<file path="src/rtl/synth_pkg.sv">
// Shared synth definitions: note code width and tone encoding used by the
// sound-series player and the loop recorder.
package synth_pkg;

  localparam int NOTE_W = 4;

  typedef enum logic [NOTE_W-1:0] {
    C   = 4'h0,
    CS  = 4'h1,
    D   = 4'h2,
    DS  = 4'h3,
    E   = 4'h4,
    F   = 4'h5,
    FS  = 4'h6,
    G   = 4'h7,
    GS  = 4'h8,
    A   = 4'h9,
    AS  = 4'hA,
    B   = 4'hB,
    CH  = 4'hC,
    OFF = 4'hF
  } tone_t;

endpackage

</file>
<file path="src/rtl/note_ram.sv">
// Note buffer: synchronous write, asynchronous read, contents not reset.
module note_ram #(
  parameter int DEPTH = 64,
  parameter int WIDTH = 4,
  parameter int AW    = $clog2(DEPTH)
) (
  input  logic             clk,
  input  logic             we,
  input  logic [AW-1:0]    waddr,
  input  logic [WIDTH-1:0] wdata,
  input  logic [AW-1:0]    raddr,
  output logic [WIDTH-1:0] rdata
);

  logic [WIDTH-1:0] mem [DEPTH];

  always_ff @(posedge clk) begin
    if (we) mem[waddr] <= wdata;
  end

  assign rdata = mem[raddr];

endmodule

</file>
<file path="src/rtl/note_loop_recorder.sv">
// Captures a live note stream one entry per note tick, then replays the take
// in a loop at the same tick rate.
module note_loop_recorder
  import synth_pkg::*;
#(
  parameter int DEPTH = 64
) (
  input  logic              clk,
  input  logic              n_rst,
  input  logic              clkdiv,
  input  logic              rec_edge,
  input  logic              play_edge,
  input  logic [NOTE_W-1:0] note_in,
  output logic [NOTE_W-1:0] note_out,
  output logic              recording,
  output logic              playing,
  output logic              full
);

  localparam int AW = $clog2(DEPTH);
  localparam int LW = AW + 1;

  typedef enum logic [1:0] {
    IDLE = 2'd0,
    REC  = 2'd1,
    PLAY = 2'd2
  } rec_state_t;

  rec_state_t        state;
  logic [AW-1:0]     wr_ptr;
  logic [AW-1:0]     rd_ptr;
  logic [LW-1:0]     length;
  logic [NOTE_W-1:0] ram_q;
  logic              we;

  // A tick only writes when no edge pulse is moving us out of REC this cycle.
  assign we = (state == REC) && clkdiv && !rec_edge && !play_edge;

  note_ram #(
    .DEPTH (DEPTH),
    .WIDTH (NOTE_W),
    .AW    (AW)
  ) u_ram (
    .clk   (clk),
    .we    (we),
    .waddr (wr_ptr),
    .wdata (note_in),
    .raddr (rd_ptr),
    .rdata (ram_q)
  );

  assign recording = (state == REC);
  assign playing   = (state == PLAY);

  always_ff @(posedge clk or negedge n_rst) begin
    if (!n_rst) begin
      state    <= IDLE;
      wr_ptr   <= '0;
      rd_ptr   <= '0;
      length   <= '0;
      note_out <= OFF;
      full     <= 1'b0;
    end else begin
      case (state)
        IDLE: begin
          if (rec_edge) begin
            state  <= REC;
            wr_ptr <= '0;
            length <= '0;
            full   <= 1'b0;
          end else if (play_edge && (length != '0)) begin
            state  <= PLAY;
            rd_ptr <= '0;
          end
        end

        REC: begin
          if (rec_edge) begin
            state <= IDLE;
          end else if (play_edge) begin
            if (length != '0) begin
              state  <= PLAY;
              rd_ptr <= '0;
            end else begin
              state <= IDLE;
            end
          end else if (clkdiv) begin
            wr_ptr <= wr_ptr + 1'b1;
            length <= length + 1'b1;
            // The write that fills the last slot ends the take on the same edge.
            if (length == LW'(DEPTH - 1)) begin
              state <= IDLE;
              full  <= 1'b1;
            end
          end
        end

        PLAY: begin
          if (rec_edge) begin
            state    <= REC;
            wr_ptr   <= '0;
            length   <= '0;
            full     <= 1'b0;
            note_out <= OFF;
          end else if (play_edge) begin
            state    <= IDLE;
            note_out <= OFF;
          end else if (clkdiv) begin
            note_out <= ram_q;
            rd_ptr   <= ({1'b0, rd_ptr} == length - 1'b1) ? '0 : rd_ptr + 1'b1;
          end
        end

        default: begin
          state    <= IDLE;
          note_out <= OFF;
        end
      endcase
    end
  end

endmodule

</file>
<file path="config.mk">
export PLATFORM = sky130hd
export DESIGN_NAME = note_loop_recorder
export DESIGN_NICKNAME = d
export VERILOG_FILES = /design/src/rtl/synth_pkg.sv /design/src/rtl/note_ram.sv /design/src/rtl/note_loop_recorder.sv
export SDC_FILE = /design/constraint.sdc
export NUM_CORES = 1
export LEC_CHECK = 0
export BUFFER_PORTS_ARGS = -buffer_cell sky130_fd_sc_hd__buf_2
export CAP_MARGIN = 20
export CORE_ASPECT_RATIO = 2
export CORE_MARGIN = 10
export CORE_UTILIZATION = 60
export CTS_CLUSTER_SIZE = 30
export DETAILED_ROUTE_END_ITERATION = 8
export GPL_ROUTABILITY_DRIVEN = 0
export GPL_TIMING_DRIVEN = 1
export PLACE_DENSITY = 0.78
export SETUP_SLACK_MARGIN = 0.1
export SLEW_MARGIN = 5
export SYNTH_ARGS = -nofsm -noshare
export SYNTH_HDL_FRONTEND = slang
export SYNTH_SLANG_ARGS = --single-unit
</file>
<file path="constraint.sdc">
create_clock -name clk -period 3.8 [get_ports clk]
set_clock_uncertainty 0.1 [all_clocks]
set_input_delay 0.57 -clock clk [delete_from_list [all_inputs] [get_ports clk]]
set_output_delay 0.57 -clock clk [all_outputs]
set_load 0.005 [all_outputs]
</file>
---- Word level (Yosys, flattened, before mapping) ----
Memories as Yosys holds them, arrays and structs flattened.
Index checks and enable logic that the tools add are counted.
storage, ports and cells
  flip-flop bits (word level) ............. 26
  RAM bits ................................ 256
  memories kept ........................... 1
  word-level logic and storage cells ...... 92
  output and inout bits ................... 7
memory list
  memory     depth  width  rd ports  clocked after Yosys merged registers in  wr ports  RTL line        RTL
  u_ram.mem  64     4      1         0                                        1         note_ram.sv:15  logic [WIDTH-1:0] mem [DEPTH];
operators by class
  reductions and logical operators ........ 17
  equality and inequality tests ........... 21
  mux-type cells .......................... 42
  add/subtract/negate cells ............... 4
  bitwise gates (word level) .............. 1
operators with widths
  cell                                                   number
  two-way mux 6 bit                                      13
  two-way mux 7 bit                                      4
  two-way mux 2 bit                                      9
  inequality test 2 bit, second input constant           9
  case mux 6 bit (3 select lines)                        1
  case mux 7 bit (2 select lines)                        1
  adder 6 x 1 -> 6 bit, second input constant            2
  two-way mux 4 bit                                      3
  case mux 6 bit (2 select lines)                        1
  AND reduction 9 bit                                    1
  inequality test 4 bit, second input constant           2
  case mux 4 bit (2 select lines)                        1
  adder 7 x 1 -> 7 bit, second input constant            1
  equality test 6 x 7 -> 1 bit                           1
  equality test 7 x 6 -> 1 bit, second input constant    1
  two-way mux 1 bit                                      7
  nonzero test 7 bit                                     1
  subtractor 7 x 1 -> 7 bit, second input constant       1
  inequality test 2 x 1 -> 1 bit, second input constant  3
  inequality test 3 bit, second input constant           2
  case mux 2 bit (3 select lines)                        1
  AND reduction 6 bit                                    1
  AND reduction 5 bit                                    1
  logical AND 1 bit                                      4
  12 further kinds                                       14

---- Depth between registers and ports, before layout ----
Gate-level depths: netlist of the first run.
  word-level depth ........................ 7
  depth in mapped cells ................... 8
  gate-level depth less buffers ........... 7

---- Modules after synthesis ----
Synthesis of the first run repeated with hierarchy kept, for this count alone.
second synthesis, totals
  cell total of the unflattened synthesis .. 677
  area, all modules ....................... 11856.4 sq um
by module, submodules not included
  module              area each (sq um)  cells each  sequential area each (sq um)  instances
  note_ram            10327.4            517         7687.4                        1
  note_loop_recorder  1529.0             160         655.6                         1

---- Worst setup path after synthesis of the first run ----
Ideal clock, no wire load.
  path type ............................... register to register
  start ................................... reg length[0]
  end ..................................... reg rd_ptr[2]
  arrival time ............................ 2.160 ns
  required time ........................... 3.563 ns
  stages on the path, launching flop included .. 8
  path slack .............................. 1.403 ns
  setup time .............................. 0.137 ns
  path buffers ............................ 1
  path through ............................ dfrtp_1 -> clkbuf_1 -> inv_1 -> ha_1 -> xnor2_1 -> or4b_4 -> o41ai_4 -> a21oi_1
on the way
  cells in the longest elaborated chain, start to end .. 7
  elaborated cells on any way between the ends .. 12
  classes of those cells .................. add/sub (1); eq/ne (3); mux (5); reduce/logical (3)
ends and longest elaborated chain
  item                             RTL line                   RTL
  start: declaration               note_loop_recorder.sv:32   logic [LW-1:0] length;
  start signal: assignment         note_loop_recorder.sv:89   length <= length + 1'b1;
  subtractor 7 x 1 -> 7 bit        note_loop_recorder.sv:110  rd_ptr <= ({1'b0, rd_ptr} == length - 1'b1) ? '0 : rd_ptr + 1'b1;
  equality test 6 x 7 -> 1 bit     note_loop_recorder.sv:110
  two-way mux 6 bit                note_loop_recorder.sv:110
  two-way mux 6 bit                note_loop_recorder.sv:108  end else if (clkdiv) begin
  two-way mux 6 bit                note_loop_recorder.sv:105  end else if (play_edge) begin
  two-way mux 6 bit                note_loop_recorder.sv:99   if (rec_edge) begin
  case mux 6 bit (3 select lines)  note_loop_recorder.sv:64   case (state)
  end signal: assignment           note_loop_recorder.sv:110
  end: declaration                 note_loop_recorder.sv:31   logic [AW-1:0] rd_ptr;
Several ways; a longest one is shown, not always the timed one. The select of a mux whose other input is x is not followed.
A chain may end at the register's enable or synchronous reset.

---- Final worst setup path of the first run ----
  start ................................... reg length[2]
  end ..................................... reg rd_ptr[2]
The elaborated chain is that of the path after synthesis.

==> summary.txt, run 1 <==
Die
  – Top-level I/O count: 16
  – Die span in y: 217 microns
  – Core Area: 19200 sq um
  – Initial Util: 60.7%
  – Site Rows: 72
  – Die width: 118 microns
  – Die ar.: 25700 sq um

GRT
  – First-pass GRT wire length: 39000 microns
  – Global route overflow: 0
  – Tot GR Track Use: 19.9%
  – Largest net degree at the start of global routing: 50
  – Initial antenna violation count: 0
  – Vias in the first global route: 6679

Clock network
  – TritonCTS clock tree: done
  – Clk_lat worst skew: 0.52 ns
  – Clock Pin Slew Worst Setup and Hold Paths: 0.07 ns
  – Clk root buf: clkbuf_16
  – H-tree levels: 1
  – Longest Clk Path Bufs: 3
  – Post-CTS Setup Repair Bufs: 0
  – CTS Sinks: 282
  – Total CTS buffers: 23

Routing
  – DR vias: 6303
  – Residual DRC count: 0
  – WL per Instance: 25.5 microns
  – 1st-pass router iterations: 5
  – Initial DRC count: 647
  – Post-Route WL: 25200 microns
  – Post-DRT Antenna Nets: 0
  – Via/cell ratio: 6.39

Cells and area
  – Finished Cell Area: 12700 sq um
  – Most common cell after layout, fill and taps aside: edfxtp_1
  – Commonest non-fill, non-tap cells in the layout: edfxtp_1 (256), nor2_1 (85), mux4_2 (64), nand2_1 (62), nand3_1 (36)
  – Nets: 724
  – Footprint of the multi-input gates: 3100 sq um
  – Layout cells sized above 1: 19.0%
  – Fill cells: 1269
  – Reg area: 8350 sq um
  – N_diodes: 0
  – Syn-to-layout area delta: 9.34%

Timing
  – Final slew viol count: 0
  – Worst Max-Slew Pin Slew: 0.969 ns
  – Max Fclk: 372 MHz
  – Hold Slack: 0.253 ns
  – Final setup TNS: 0 ns
  – Period utilization: 70.8%
  – Slew HR: 35.4%
  – Number of hold violations in the final report: 0
  – Final setup violation count: 0
  – Final min period: 2.69 ns
  – RSZ-0062 raised after global routing: false

Logic synthesis
  – Largest area contributor in the netlist: edfxtp_1
  – Register area share after synthesis: 71.7%
  – Synthesized area per cell: 16.7 sq um
  – Number of synthesized register bits: 282
  – Post-synth ARST share: 9.22%
  – Ys flop type: edfxtp_1
  – Post-synth EDFFs: 256
  – Top-area cell type share of the netlist area: 66.1%
  – Syn Nets: 711
  – Mapped Area: 11600 sq um
  – Count of different cell masters after synthesis: 52
  – Yosys warns: 0
  – Main area contributors after synthesis: edfxtp_1 (66%), mux4_2 (12%), dfrtp_1 (4.7%), nor2_1 (2.7%), nand2_1 (2.0%)
  – Syn Inst Count: 697

Placement
  – Port Buf Inserts: 15
  – Dpl hpwl: 16300 microns
  – Placed Area: 12000 sq um

Critical path
  – Worst path required time: 4.07 ns
  – WS Path Type: flip-flop to flip-flop
  – Type of origin of the critical path: flip-flop
  – Crit. End Element: flip-flop
  – Crit Path Max Fanout: 13
  – Worst EP arrival: 2.96 ns

Power
  – Pwr dens: 469 nW/um^2
  – Pleak: 4.02 nW
  – Max IR drop VDD: 298 uV

Run status
  – Status: finished clean

Hold path
  – Hold WC Path Type: input port to flip-flop

Job
  – Max-cap violations: 0
stage by stage:
stage          total power (W)  utilization (%)  worst slack (ns)  cells
5_1_grt                0.00614             66.3             0.986    986
3_3_place_gp           0.00372             62.5             0.965    943
2_1_floorplan          0.00362                -              1.40    697
3_5_place_dp           0.00373             62.5             0.843    943
6_report               0.00597             66.3              1.11    986
4_1_cts                0.00599             66.3              1.11    986
final timing paths:
path                        startpoint     endpoint  slack (ns)  cells after the start
setup / recovery             length[2]    rd_ptr[2]        1.11                      5
setup reg to reg             length[2]    rd_ptr[2]        1.11                      5
max in group asynchronous        n_rst    rd_ptr[0]        2.64                      2
min in group asynchronous        n_rst     state[0]        0.50                      2
hold reg to reg            note_out[2]  note_out[2]        0.41                      2
hold / removal                rec_edge     state[1]        0.25                      2
final cells by class:
type / instances / area share [%]
flip-flops and latches: 282 / 65.6
multi-input cells: 368 / 24.4
clock buffers: 33 / 4.97
well taps: 259 / 2.55
repair buffers: 27 / 1.51
clock inverters: 9 / 0.777
inverters: 8 / 0.236
Yosys cell counts (4+ instances only):
cell / count
ha_1: 5
a31oi_1: 4
nor3_1: 4
buf_2: 7
o211ai_1: 5
o22ai_1: 8
nor2_1: 85
inv_1: 7
nand2b_1: 4
nand3b_1: 5
edfxtp_1: 256
xor2_1: 9
nand3_1: 36
clkbuf_1: 19
dfstp_2: 4
xnor2_1: 7
a311oi_1: 4
mux2i_1: 4
a21oi_1: 9
mux4_2: 64
dfrtp_1: 22
buf_1: 11
nor2b_1: 7
o21ai_0: 6
nand2_1: 62
worst max-delay path: stages (launching register included):
cell and delay [ns]:
dfrtp_1 0.53, or4_4 0.63, o21ai_1 0.15, or4b_4 0.49, o41ai_4 0.49, a21oi_1 0.15
report_power, final:
part / total (W) / switching [W] / leakage, nW / internal [W]
clock: 0.00231 / 0.00101 / 0.355 / 0.00130
sequential: 0.00342 / 0.0000250 / 2.64 / 0.00340
combinational: 0.000236 / 0.000138 / 1.02 / 0.0000980
repair_timing:
item,4_1_cts,5_1_grt
hold buffers,1,0
hold endpoints to repair,22,0
gates resized for setup,0,0
setup endpoints to repair,0,0
state kept, by name, indices dropped and copies added (netlist names):
register and cells:
u_ram.mem 256, length 7, rd_ptr 6, wr_ptr 6, note_out 4, state 2
full 1
cell families (layout without fill, tap and decap cells):
kind of cell	Yosys count	after routing	synth area share, %
flops	282	282	71.7
compound gates	54	54	3.35
fa+ha+maj	5	5	0.538
xor+xnor	16	16	1.20
simple gates	225	225	8.80
mux	68	68	12.7
buf+inv	47	77	1.69
per-layer routing:
metal	wire length [microns]	vias to the layer above	GRT usage, %	share of wire (%)
li1	-	2727	-	-
met1	8340	3234	21.6	33
met2	14100	276	36.5	56
met5	0	-	0	0
met4	1160	0	10.4	4.6
met3	1630	66	2.88	6.5
(Power assumes the default switching activity.)
==> run 2, diff against run 1 <==
Clock period 3.8 ns to 2.6 ns, I/O delays scaled along.
==> run 2 against run 1 <==
Against the previous run:
- first-iteration DRC count increased by 7.9%
- critical path type unchanged
- global-route usage about the same
- sequential share of layout area decreased by 0.74 points
- clock power increased by 40%
- count of clock-buffer cells in the layout decreased by 4
- via count increased by 0.94%
- utilization increased by 0.76 points
- non-clock buffer count increased by 23
- final cell count increased by 2.2%
- combinational power increased by 55%
- routed wire length increased by 0.55%
- fmax increased by 13%
==> summary.txt, run 2 (synthesis gave the netlist of run 1 again) <==
Run status
  – Status: finished clean (unchanged)

Cells and area
  – Nets: 747 (was 724)
  – Most common cell after layout, fill and taps aside: edfxtp_1 (unchanged)
  – Footprint of the multi-input gates: 3110 sq um (was 3100 sq um)
  – Biggest register: u_ram.mem (unchanged)
  – Syn-to-layout area delta: 10.6% (was 9.34%)
  – Reg area: 8350 sq um (unchanged)
  – Top flop regs: u_ram.mem x256, length x7 (unchanged)
  – Max reg flops: 256 (unchanged)
  – N_diodes: 0 (unchanged)
  – Commonest non-fill, non-tap cells in the layout: edfxtp_1 (256), nor2_1 (85), mux4_2 (64), nand2_1 (62), nand3_1 (36) (unchanged)
  – Layout cells sized above 1: 21.5% (was 19.0%)
  – Fill cells: 1246 (was 1269)

Clock network
  – Clk root buf: clkbuf_16 (unchanged)
  – Longest Clk Path Bufs: 3 (unchanged)
  – CTS Sinks: 282 (unchanged)
  – Clock Pin Slew Worst Setup and Hold Paths: 0.07 ns (about the same)
  – H-tree levels: 1 (unchanged)
  – Clk_lat worst skew: 0.53 ns (was 0.52 ns)
  – Total CTS buffers: 23 (unchanged)
  – TritonCTS clock tree: done (unchanged)
  – Post-CTS Setup Repair Bufs: 0 (unchanged)

Critical path
  – Worst R2R Path Depth: 5 (unchanged)
  – Worst EP arrival: 2.67 ns (was 2.96 ns)
  – Crit. End Element: flip-flop (unchanged)
  – Worst Setup SP: length[4] (was length[2])
  – Worst R2R Start: length[4] (was length[2])
  – WS Path Type: flip-flop to flip-flop (unchanged)
  – Worst path required time: 2.89 ns (was 4.07 ns)
  – Type of origin of the critical path: flip-flop (unchanged)
  – Crit Path Max Fanout: 6 (was 13)

Die
  – Die width: 118 microns (unchanged)
  – Die span in y: 217 microns (unchanged)
  – Top-level I/O count: 16 (unchanged)
  – Core Area: 19200 sq um (unchanged)
  – Initial Util: 60.7% (unchanged)
  – Die ar.: 25700 sq um (unchanged)
  – Site Rows: 72 (unchanged)

Power
  – Pint: 0.00685 W (was 0.00480 W)
  – Switching Share: 20.2% (was 19.6%)
  – Pleak: 4.11 nW (was 4.02 nW)
  – Switching pwr: 0.00174 W (was 0.00117 W)
  – Share of total power in combinational logic: 4.3% (was 4.0%)
  – Pwr dens: 668 nW/um^2 (was 469 nW/um^2)
  – Max IR drop VDD: 422 uV (was 298 uV)
  – Sequential power share: 58.1% (was 57.4%)
  – Clock share of power: 37.7% (was 38.7%)

GRT
  – Global route overflow: 0 (unchanged)
  – Vias in the first global route: 6756 (was 6679)
  – Tot GR Track Use: 19.9% (about the same)
  – Largest net degree at the start of global routing: 65 (was 50)
  – Initial antenna violation count: 0 (unchanged)
  – First-pass GRT wire length: 39300 microns (was 39000 microns)

Timing
  – Hold Slack: 0.0953 ns (was 0.253 ns)
  – RSZ-0062 raised after global routing: false (unchanged)
  – Final setup TNS: 0 ns (unchanged)
  – Max Fclk: 419 MHz (was 372 MHz)
  – Final setup violation count: 0 (unchanged)
  – Worst Max-Slew Pin Slew: 0.716 ns (was 0.969 ns)
  – Period utilization: 91.8% (was 70.8%)
  – Number of hold violations in the final report: 0 (unchanged)
  – Final slew viol count: 0 (unchanged)
  – Slew HR: 52.3% (was 35.4%)
  – Final min period: 2.39 ns (was 2.69 ns)

Routing
  – WL per Instance: 25.1 microns (was 25.5 microns)
  – Initial DRC count: 698 (was 647)
  – Metal2 WL: 13600 microns (was 14100 microns)
  – Metal1 wirelength: 8590 microns (was 8340 microns)
  – Via/cell ratio: 6.31 (was 6.39)
  – Top Metal Used: met4 (unchanged)
  – DR vias: 6362 (was 6303)
  – Met3 wire length: 1510 microns (was 1630 microns)
  – Post-Route WL: 25300 microns (was 25200 microns)
  – Residual DRC count: 0 (unchanged)
  – 1st-pass router iterations: 6 (was 5)
  – Post-DRT Antenna Nets: 0 (unchanged)

Hold path
  – Hold_sp: rec_edge (unchanged)
  – Hold depth: 2 (unchanged)
  – Hold WC Path Type: input port to flip-flop (unchanged)

Job
  – Max-cap violations: 0 (unchanged)

Placement
  – Dpl hpwl: 17000 microns (was 16300 microns)
  – Port Buf Inserts: 15 (unchanged)
## run 2: cell count changes in the layout (fill, tap and decap cells not counted), sizes merged
cell,change
buf,+23
clkbuf,-4
clkinv,+3
bufinv,-1
clkinvlp,+1
## run 2: power by group through the flow
| stage | registers (W) | logic [W] | clock network [W] |
|---|---|---|---|
| final | 0.00499 | 0.000366 | 0.00324 |
| after global routing | 0.00499 | 0.000398 | 0.00346 |
| after CTS | 0.00499 | 0.000369 | 0.00328 |
| after detailed placement | 0.00509 | 0.000367 | 0 |
| after global placement | 0.00509 | 0.000356 | 0 |
| after floorplan | 0.00508 | 0.000217 | 0 |
## run 2: what timing repair did
item | CTS | global route
endpoints found under the setup margin | 0 | 5
hold endpoints to repair | 22 | 0
gates resized for setup | 0 | 1
hold buffers | 1 | 0
## run 2: layout make-up
class | instances | share of cell area, %
timing repair buffer | 50 | 2.94
inverter | 8 | 0.233
multi-input combinational | 368 | 24.1
tap | 259 | 2.52
sequential | 282 | 64.9
clock inverter | 12 | 0.671
clock buffer | 29 | 4.65
## run 2: layer usage
layer | GRT usage, % | up-vias
li1 | - | 2777
met1 | 22.2 | 3194
met2 | 35.1 | 299
met3 | 2.85 | 92
met4 | 12.6 | 0
met5 | 0 | -
## run 2: through the flow
step | util [%] | instances | setup WS, ns | power (W) | cell area, sq um
after floorplan | - | 697 | 0.203 | 0.00529 | 11600
after global placement | 63.4 | 966 | 0.284 | 0.00544 | 12200
after global routing | 67.1 | 1008 | 0.108 | 0.00885 | 12900
after CTS | 67.0 | 1008 | 0.211 | 0.00864 | 12900
after detailed placement | 63.4 | 966 | 0.219 | 0.00546 | 12200
final | 67.1 | 1008 | 0.213 | 0.00859 | 12900
## run 2: worst paths after layout
path                                   to  slack [ns]
worst min register to register       full        0.39
min in group asynchronous       wr_ptr[1]        0.32
worst max register to register  rd_ptr[3]        0.21
max in group asynchronous       rd_ptr[0]        1.63
worst max-delay path            rd_ptr[3]        0.21
worst min-delay path             state[1]         0.1
## run 2: worst max-delay path, stage by stage, from the launching register on
cell,delay [ns]
dfrtp_1,0.44
or4_4,0.54
o21ai_1,0.14
or4b_4,0.49
o41ai_4,0.41
a21oi_1,0.13
